==> config.mk <==
export PLATFORM = sky130hd
export DESIGN_NAME = rconst_seq_200_flat
export DESIGN_NICKNAME = d
export VERILOG_FILES = /design/src/rtl/rconst_if.sv /design/src/rtl/rconst_seq_200.sv /design/src/flat_wrapper.sv
export SDC_FILE = /design/constraint.sdc
export NUM_CORES = 1
export LEC_CHECK = 0
export BUFFER_PORTS_ARGS = -buffer_cell sky130_fd_sc_hd__buf_2
export CAP_MARGIN = 20
export CORE_MARGIN = 2
export CORE_UTILIZATION = 50
export DETAILED_ROUTE_END_ITERATION = 8
export GPL_TIMING_DRIVEN = 1
export PLACE_DENSITY = 0.76
export SKIP_CTS_REPAIR_TIMING = 1
export SLEW_MARGIN = 20
export SYNTH_ARGS = -nofsm -noshare
export SYNTH_HDL_FRONTEND = slang
export SYNTH_SLANG_ARGS = --single-unit
==> constraint.sdc <==
create_clock -name clk -period 2.7 [get_ports clk]
set_clock_uncertainty 0.05 [all_clocks]
set_input_delay 0.54 -clock clk [delete_from_list [all_inputs] [get_ports clk]]
set_output_delay 0.54 -clock clk [all_outputs]
set_load 0.005 [all_outputs]
==> src/rtl/rconst_if.sv <==
// Round-constant handshake bundle between the sequencer and the Keccak-f[200] round datapath.
interface rconst_if;
  logic        start;
  logic        round_ack;
  logic        round_valid;
  logic [17:0] round_onehot;
  logic [7:0]  rc;
  logic        last;
  logic        busy;
  logic        done;

  modport master (
    output start, round_ack,
    input  round_valid, round_onehot, rc, last, busy, done
  );

  modport slave (
    input  start, round_ack,
    output round_valid, round_onehot, rc, last, busy, done
  );
endinterface

==> src/rtl/rconst_seq_200.sv <==
// Sequential Keccak-f[200] round-constant source: LFSR-derived iota constants under a start/ack handshake.
// Optional RCONST_SELFCHECK_EN adds a sticky rc_err output that compares rc against a golden table.
//
// state  | meaning
// S_IDLE | waiting for start, outputs zero
// S_RUN  | round presented, held until round_ack
// S_DONE | one-cycle done pulse, start restarts at once
module rconst_seq_200 #(
  parameter int NR = 18
) (
  input  logic     clk,
  input  logic     reset,
  rconst_if.slave  bus
`ifdef RCONST_SELFCHECK_EN
  ,
  output logic     rc_err
`endif
);

  typedef enum logic [1:0] {S_IDLE, S_RUN, S_DONE} state_t;

  state_t      state_q, state_d;
  logic [7:0]  lfsr_q, lfsr_d;
  logic [17:0] onehot_q, onehot_d;
  logic [7:0]  rc_q, rc_d;
  logic        valid_q, valid_d;
  logic        last_q, last_d;
  logic        busy_q, busy_d;
  logic        done_q, done_d;
  logic [7:0]  lfsr_adv;
  logic [17:0] onehot_nx;

  function automatic logic [7:0] lfsr_step(input logic [7:0] r);
    return {r[6:0], 1'b0} ^ (r[7] ? 8'h71 : 8'h00);
  endfunction

  // Round constant taps bits 0,1,3,7 from the first four step outputs.
  function automatic logic [7:0] rc_from(input logic [7:0] r0);
    logic [7:0] r1, r2, r3;
    r1 = lfsr_step(r0);
    r2 = lfsr_step(r1);
    r3 = lfsr_step(r2);
    return {r3[0], 3'b000, r2[0], 1'b0, r1[0], r0[0]};
  endfunction

  always_comb begin
    lfsr_adv = lfsr_q;
    for (int i = 0; i < 7; i++) lfsr_adv = lfsr_step(lfsr_adv);
    onehot_nx = onehot_q << 1;
  end

  always_comb begin
    state_d  = state_q;
    lfsr_d   = lfsr_q;
    onehot_d = onehot_q;
    rc_d     = rc_q;
    valid_d  = valid_q;
    last_d   = last_q;
    busy_d   = busy_q;
    done_d   = 1'b0;
    case (state_q)
      S_IDLE, S_DONE: begin
        if (bus.start) begin
          state_d  = S_RUN;
          lfsr_d   = 8'h01;
          onehot_d = 18'h00001;
          rc_d     = rc_from(8'h01);
          valid_d  = 1'b1;
          last_d   = (NR == 1);
          busy_d   = 1'b1;
        end else begin
          state_d = S_IDLE;
        end
      end
      S_RUN: begin
        if (bus.round_ack) begin
          if (last_q) begin
            state_d  = S_DONE;
            lfsr_d   = 8'h01;
            onehot_d = '0;
            rc_d     = '0;
            valid_d  = 1'b0;
            last_d   = 1'b0;
            busy_d   = 1'b0;
            done_d   = 1'b1;
          end else begin
            lfsr_d   = lfsr_adv;
            onehot_d = onehot_nx;
            rc_d     = rc_from(lfsr_adv);
            last_d   = onehot_nx[NR-1];
          end
        end
      end
      default: state_d = S_IDLE;
    endcase
  end

  always_ff @(posedge clk) begin
    if (reset) begin
      state_q  <= S_IDLE;
      lfsr_q   <= 8'h01;
      onehot_q <= '0;
      rc_q     <= '0;
      valid_q  <= 1'b0;
      last_q   <= 1'b0;
      busy_q   <= 1'b0;
      done_q   <= 1'b0;
    end else begin
      state_q  <= state_d;
      lfsr_q   <= lfsr_d;
      onehot_q <= onehot_d;
      rc_q     <= rc_d;
      valid_q  <= valid_d;
      last_q   <= last_d;
      busy_q   <= busy_d;
      done_q   <= done_d;
    end
  end

  assign bus.round_valid  = valid_q;
  assign bus.round_onehot = onehot_q;
  assign bus.rc           = rc_q;
  assign bus.last         = last_q;
  assign bus.busy         = busy_q;
  assign bus.done         = done_q;

`ifdef RCONST_SELFCHECK_EN
  localparam logic [7:0] RC_TAB [18] = '{
    8'h01, 8'h82, 8'h8A, 8'h00, 8'h8B, 8'h01, 8'h81, 8'h09, 8'h8A,
    8'h88, 8'h09, 8'h0A, 8'h8B, 8'h8B, 8'h89, 8'h03, 8'h02, 8'h80
  };

  logic       rc_err_q, rc_err_d;
  logic [7:0] rc_exp;

  always_comb begin
    rc_exp = '0;
    for (int i = 0; i < 18; i++) begin
      if (onehot_q[i]) rc_exp = rc_exp | RC_TAB[i];
    end
    rc_err_d = rc_err_q | (valid_q && (rc_q != rc_exp));
  end

  always_ff @(posedge clk) begin
    if (reset) rc_err_q <= 1'b0;
    else       rc_err_q <= rc_err_d;
  end

  assign rc_err = rc_err_q;
`endif

endmodule

==> src/flat_wrapper.sv <==
// flat-port wrapper written by rule: the top's interface ports become plain ports
module rconst_seq_200_flat 
#(
  parameter int NR = 18
)
  (clk, reset, bus_start, bus_round_ack, bus_round_valid, bus_round_onehot, bus_rc, bus_last, bus_busy, bus_done);
  rconst_if bus_i ();
  input  logic clk;
  input  logic reset;
  input wire logic [$bits(bus_i.start)-1:0] bus_start;
  input wire logic [$bits(bus_i.round_ack)-1:0] bus_round_ack;
  output wire logic [$bits(bus_i.round_valid)-1:0] bus_round_valid;
  output wire logic [$bits(bus_i.round_onehot)-1:0] bus_round_onehot;
  output wire logic [$bits(bus_i.rc)-1:0] bus_rc;
  output wire logic [$bits(bus_i.last)-1:0] bus_last;
  output wire logic [$bits(bus_i.busy)-1:0] bus_busy;
  output wire logic [$bits(bus_i.done)-1:0] bus_done;
  assign bus_i.start = bus_start;
  assign bus_i.round_ack = bus_round_ack;
  assign bus_round_valid = bus_i.round_valid;
  assign bus_round_onehot = bus_i.round_onehot;
  assign bus_rc = bus_i.rc;
  assign bus_last = bus_i.last;
  assign bus_busy = bus_i.busy;
  assign bus_done = bus_i.done;
  rconst_seq_200 #(.NR(NR)) u_core (.clk(clk), .reset(reset), .bus(bus_i));
endmodule
=== After elaboration in Yosys (flattened, before gate mapping) ===
Cells that the tools add are included.

* Eq/ne operators: 5
* Reductions and logical operators: 7
* $add $sub $neg: 0
* $lt $le $gt $ge: 0
* Shift operators: 0
* $mul: 0
* Divide/modulo/power cells: 0
* Bitwise logic cells: 12
* Multiplexer cells: 34

{| class="wikitable"
|+ Operator list
! cell !! number
|-
| $xor A8 B8 Y8 || 8
|-
| $mux W7 || 9
|-
| $mux W18 || 3
|-
| $mux W8 || 5
|-
| $pmux W18 S2 || 1
|-
| $pmux W8 S2 || 2
|-
| $mux W1 || 9
|-
| $xor A8 B7 Y8 || 1
|-
| $mux W2 || 2
|-
| $ne A2 B2 Y1 const B || 2
|-
| $pmux W1 S2 || 2
|-
| $pmux W2 S2 || 1
|-
| $reduce_and A4 Y1 || 1
|-
| $reduce_and A3 Y1 || 1
|-
| $reduce_or A3 Y1 || 1
|-
| $eq A2 B1 Y1 const B || 1
|-
| $eq A2 B2 Y1 const B || 1
|-
| $logic_not A2 Y1 || 1
|-
| $ne A2 B1 Y1 const B || 1
|-
| $not A1 Y1 || 2
|-
| $reduce_and A2 Y1 || 1
|-
| $reduce_bool A2 Y1 || 1
|-
| $reduce_or A2 Y1 || 1
|-
| $xor A1 B1 Y1 const A || 1
|}

* Memories: 0
* Output and inout port bits: 30
* Register bits after elaboration: 39
* RAM bits: 0
* Input bits: 4
* Bits in read-only memories: 0
* Latch bits: 0
* Logic and storage cells: 65

=== Depth between registers and ports, before layout ===
* Depth in word-level cells: 23
* Mapped depth: 5
* Mapped depth without buffers: 4

=== Worst setup path before layout ===
OpenSTA, ideal clock, no wires.

* Kind: in2reg
* Start: in bus_start
* End: reg u_core.onehot_q[15] (netlist: u_core.bus.round_onehot[15])
* Stages on the path: 5
* Required time: 2,521 ps
* Path slack: 1,207 ps
* Library setup time: 129 ps
* Data arrival time: 1,314 ps
* Buffers on the path: 1
* Cell sequence: nor2b_1 -> nor2_2 -> buf_2 -> a22oi_1 -> nor2_1

* Word-level cells in the longest chain between the ends: 2

{| class="wikitable"
|+ RTL lines
! element !! RTL line !! source
|-
| start, declared || flat_wrapper.sv:10 || <nowiki>input wire logic [$bits(bus_i.start)-1:0] bus_start;</nowiki>
|-
| $ne A2 B2 Y1 (no line) || -- ||
|-
| $reduce_and A3 Y1 (no line) || -- ||
|-
| end signal, assigned || rconst_seq_200.sv:111 || <nowiki>onehot_q <= onehot_d;</nowiki>
|-
| end, declared || rconst_seq_200.sv:24 || <nowiki>logic [17:0] onehot_q, onehot_d;</nowiki>
|}

Every way passes these cells.
A chain may end at the register's enable or synchronous reset.

=== Final worst setup path ===
* Start: reg u_core.state_q[1]
* End: reg u_core.onehot_q[15] (netlist: u_core.bus.round_onehot[15])

* Word-level cells in the longest chain between the ends: 4
* Elaborated cells on any way between the ends: 9
* Those cells by class: eq/ne (4); mux (1); reduce/logical (4)

{| class="wikitable"
|+ RTL lines
! element !! RTL line !! source
|-
| start, declared || rconst_seq_200.sv:22 || <nowiki>state_t state_q, state_d;</nowiki>
|-
| start signal, assigned || rconst_seq_200.sv:109 || <nowiki>state_q <= state_d;</nowiki>
|-
| $eq A2 B2 Y1 / $logic_not A2 Y1 (equally long branches) || rconst_seq_200.sv:61 || <nowiki>case (state_q)</nowiki>
|-
| $reduce_or A2 Y1 || rconst_seq_200.sv:61 ||
|-
| $ne A2 B2 Y1 (no line) / $reduce_bool A2 Y1 (equally long branches) || -- ||
|-
| $reduce_and A3 Y1 (no line) || -- ||
|}

Parallel ways exist; a longest one is shown, timed or not.

==> qor.csv <==
stage,metric,value,unit
status,status,"finished, final reports clean",
worst_setup_path,startpoint types,flip-flop,
clock_tree,Clk Tree Root Cell,clkbuf_4,
sta,Final Hold Viols,0,
worst_setup_path,CP Cell Sequence,"and3b_1, nor2_2, a22oi_1, nor2_1",
synth,"Async S/R FF share, synth",0,
synth,"EDFF count, synth",0,
placement,placed cell area,1469,µm²
detailed_routing,vias,1074,
power,Pleak,0.6751,nW
detailed_routing,DRT antenna net count,0,
worst_setup_path,critical path type,reg2reg,
sta,RSZ-0062 raised after global routing,false,
worst_setup_path,crit end category,flip-flop,
sta,setup_tns,0,ns
die,Rows,18,
detailed_routing,Iter 0 DRT Violations,40,
detailed_routing,Routed wire per std cell,13.09,µm
synth,post-synth top area cell,dfxtp_1,
clock_tree,H-Tree Depth,2,
power,Pwr per Cell Area,594.2,nW/µm²
clock_tree,Sink Count,32,
die,Initial Util,0.5379,
global_route,first-pass GRT wire length,4326,µm
finish,area grow syn2layout,12.89,%
min_path,hold depth,2,
detailed_routing,DRC Markers,0,
die,die area,3172,µm²
detailed_routing,Vias/cell,5.480,
clock_tree,clock slew at reported path FFs,0.09,ns
die,I/O Pins,34,
worst_setup_path,R2R depth,4,
placement,I/O Buffers,29,
clock_tree,Max clock buf depth,2,
worst_setup_path,CP peak stage delay,0.75,ns
die,chip width,56.32,µm
sta,Slew HR,0.3739,
sta,Slew @ Worst Pin,0.9381,ns
finish,post-route cell area,1545,µm²
power,Max VDD drop,424.1,µV
finish,final core utilization,0.6072,
placement,Placer Congestion,0.7653,
worst_setup_path,CP max-delay cell,nor2_2,
worst_setup_path,Worst Path Arrival,2.03,ns
synth,Synth Instances,142,
synth,Netlist cell types,28,
global_route,vias in the first global route,957,
synth,synth cell count leaders,"32 x dfxtp_1, 32 x nor2_1, 23 x a22oi_1, 9 x xnor2_1, 8 x buf_4",
finish,fillcell total,236,
synth,Synth area leaders,"dfxtp_1 47%, a22oi_1 13%, nor2_1 8.8%",
job,Max-Cap Viols,0,
worst_setup_path,"Data required, critical path",2.92,ns
finish,share of cells above drive strength 1,0.2530,
detailed_routing,final wirelength,2565,µm
global_route,gr usage total,0.1775,
detailed_routing,Pre-antenna DRT Iters,4,
sta,"Slew Viols, Final",0,
min_path,Hold Path Class,reg2reg,
synth,"Seq/Total Area, Yosys",0.4680,
placement,hpwl dp,1750,µm
sta,min Tclk post-route,1.812,ns
sta,Hold Slack,0.4611,ns
clock_tree,TritonCTS clock tree,yes,
sta,period utilization,0.6713,
synth,Synth warnings,0,
synth,number of synthesized register bits,32,
clock_tree,Num CTS Buffers,5,
synth,syn avg cell area,9.640,µm²
die,area of the core,2545,µm²
finish,Inserted Diodes,0,
synth,post-synth top area share,0.4680,
finish,nets,169,
sta,Final setup viols,0,
placement,Post-Place Cells,188,
worst_setup_path,crit-path max FO,24,
sta,Max Fclk,551.7,MHz
global_route,global route overflow,0,
die,Die Y-Extent,56.32,µm
synth,Post-synth top flop,dfxtp_1,
clock_tree,"Clk Latency, worst-skew pair",0.34,ns
global_route,initial antenna violation count,0,
synth,synthesized area,1369,µm²
finish,Non-Filler Instances,196,
global_route,largest net degree at the start of global routing,34,
flip-flops by register name, summed over array words and instances (netlist names):
name	flops
u_core.bus.round_valid	1
u_core.lfsr_q	7
u_core.state_q	2
u_core.bus.done	1
u_core.bus.rc	3
u_core.bus.round_onehot	17
u_core.bus.last	1
worst max-delay path: cells and delay by family (launching register included):
| family | cells | cell delay, ns |
|---|---|---|
| AO/OA/AOI/OAI | 1 | 0.21 |
| flip-flops | 1 | 0.36 |
| AND/OR/NAND/NOR | 3 | 1.12 |
kinds of logic (layout without fill, tap and decap cells):
family          count (synthesis)  in the layout  synth area share
other cells                     1              4          0.002740
compound gates                 30             30            0.1673
simple gates                   46             46            0.1527
buf+inv                        18             39           0.07678
flops                          32             32            0.4680
xor+xnor                       15             15            0.1325
final cells by class:
| cell class | count | area, µm² | area share |
|---|---|---|---|
| Timing Repair Buffer | 30 | 152.6 | 0.09879 |
| Sequential cell | 32 | 640.6 | 0.4146 |
| Clock inverter | 2 | 35.03 | 0.02267 |
| Clock buffer | 6 | 41.29 | 0.02672 |
| Multi-Input combinational cell | 95 | 634.4 | 0.4105 |
| Inverter | 1 | 3.754 | 0.002429 |
| Tap cell | 30 | 37.54 | 0.02429 |
power by group:
group	total, mW	switching (mW)	internal (mW)	leakage [nW]
Clock	0.356	0.162	0.194	0.0422
Sequential	0.489	0.00806	0.481	0.259
Combinational	0.0734	0.0453	0.0281	0.374
stage by stage:
stage | setup WS, ns | total power, mW
final | 0.8876 | 0.9182
after global routing | 0.7619 | 0.9505
after detailed placement | 0.5922 | 0.5733
after CTS | 0.8962 | 0.9242
after floorplan | 1.207 | 0.5612
after global placement | 0.7184 | 0.5701
path summary, 6_finish.rpt:
kind | start | endpoint | slack, ns
hold / removal | u_core.bus.rc[0] | u_core.bus.rc[0] | 0.46
setup / recovery | u_core.state_q[1] | u_core.bus.round_onehot[15] | 0.89
hold reg to reg | u_core.bus.rc[0] | u_core.bus.rc[0] | 0.46
setup reg to reg | u_core.state_q[1] | u_core.bus.round_onehot[15] | 0.89
layout by cell type (no fill, tap or decap), drive strengths merged:
cell,instances
and3b,1
inv,1
xor3,1
bufinv,1
a211oi,1
nor2,34
or2,1
conb,4
xnor2,10
a22oi,23
xnor3,2
a31oi,1
clkinv,1
nand2b,1
a221oi,1
nor2b,1
buf,30
dfxtp,32
a311oi,1
o211ai,1
nand2,4
xor2,2
o22ai,1
nand3b,3
clkbuf,6
a21oi,1
nand4bb,1
layer usage:
| layer | wire length, µm | global-route usage |
|---|---|---|
| met1 | 1161 | 0.2192 |
| met2 | 1202 | 0.2655 |
| met3 | 148 | 0.07143 |
| met4 | 53 | 0.09184 |
| met5 | 0 | 0 |
No activity file was read; power rests on OpenSTA's default activity.
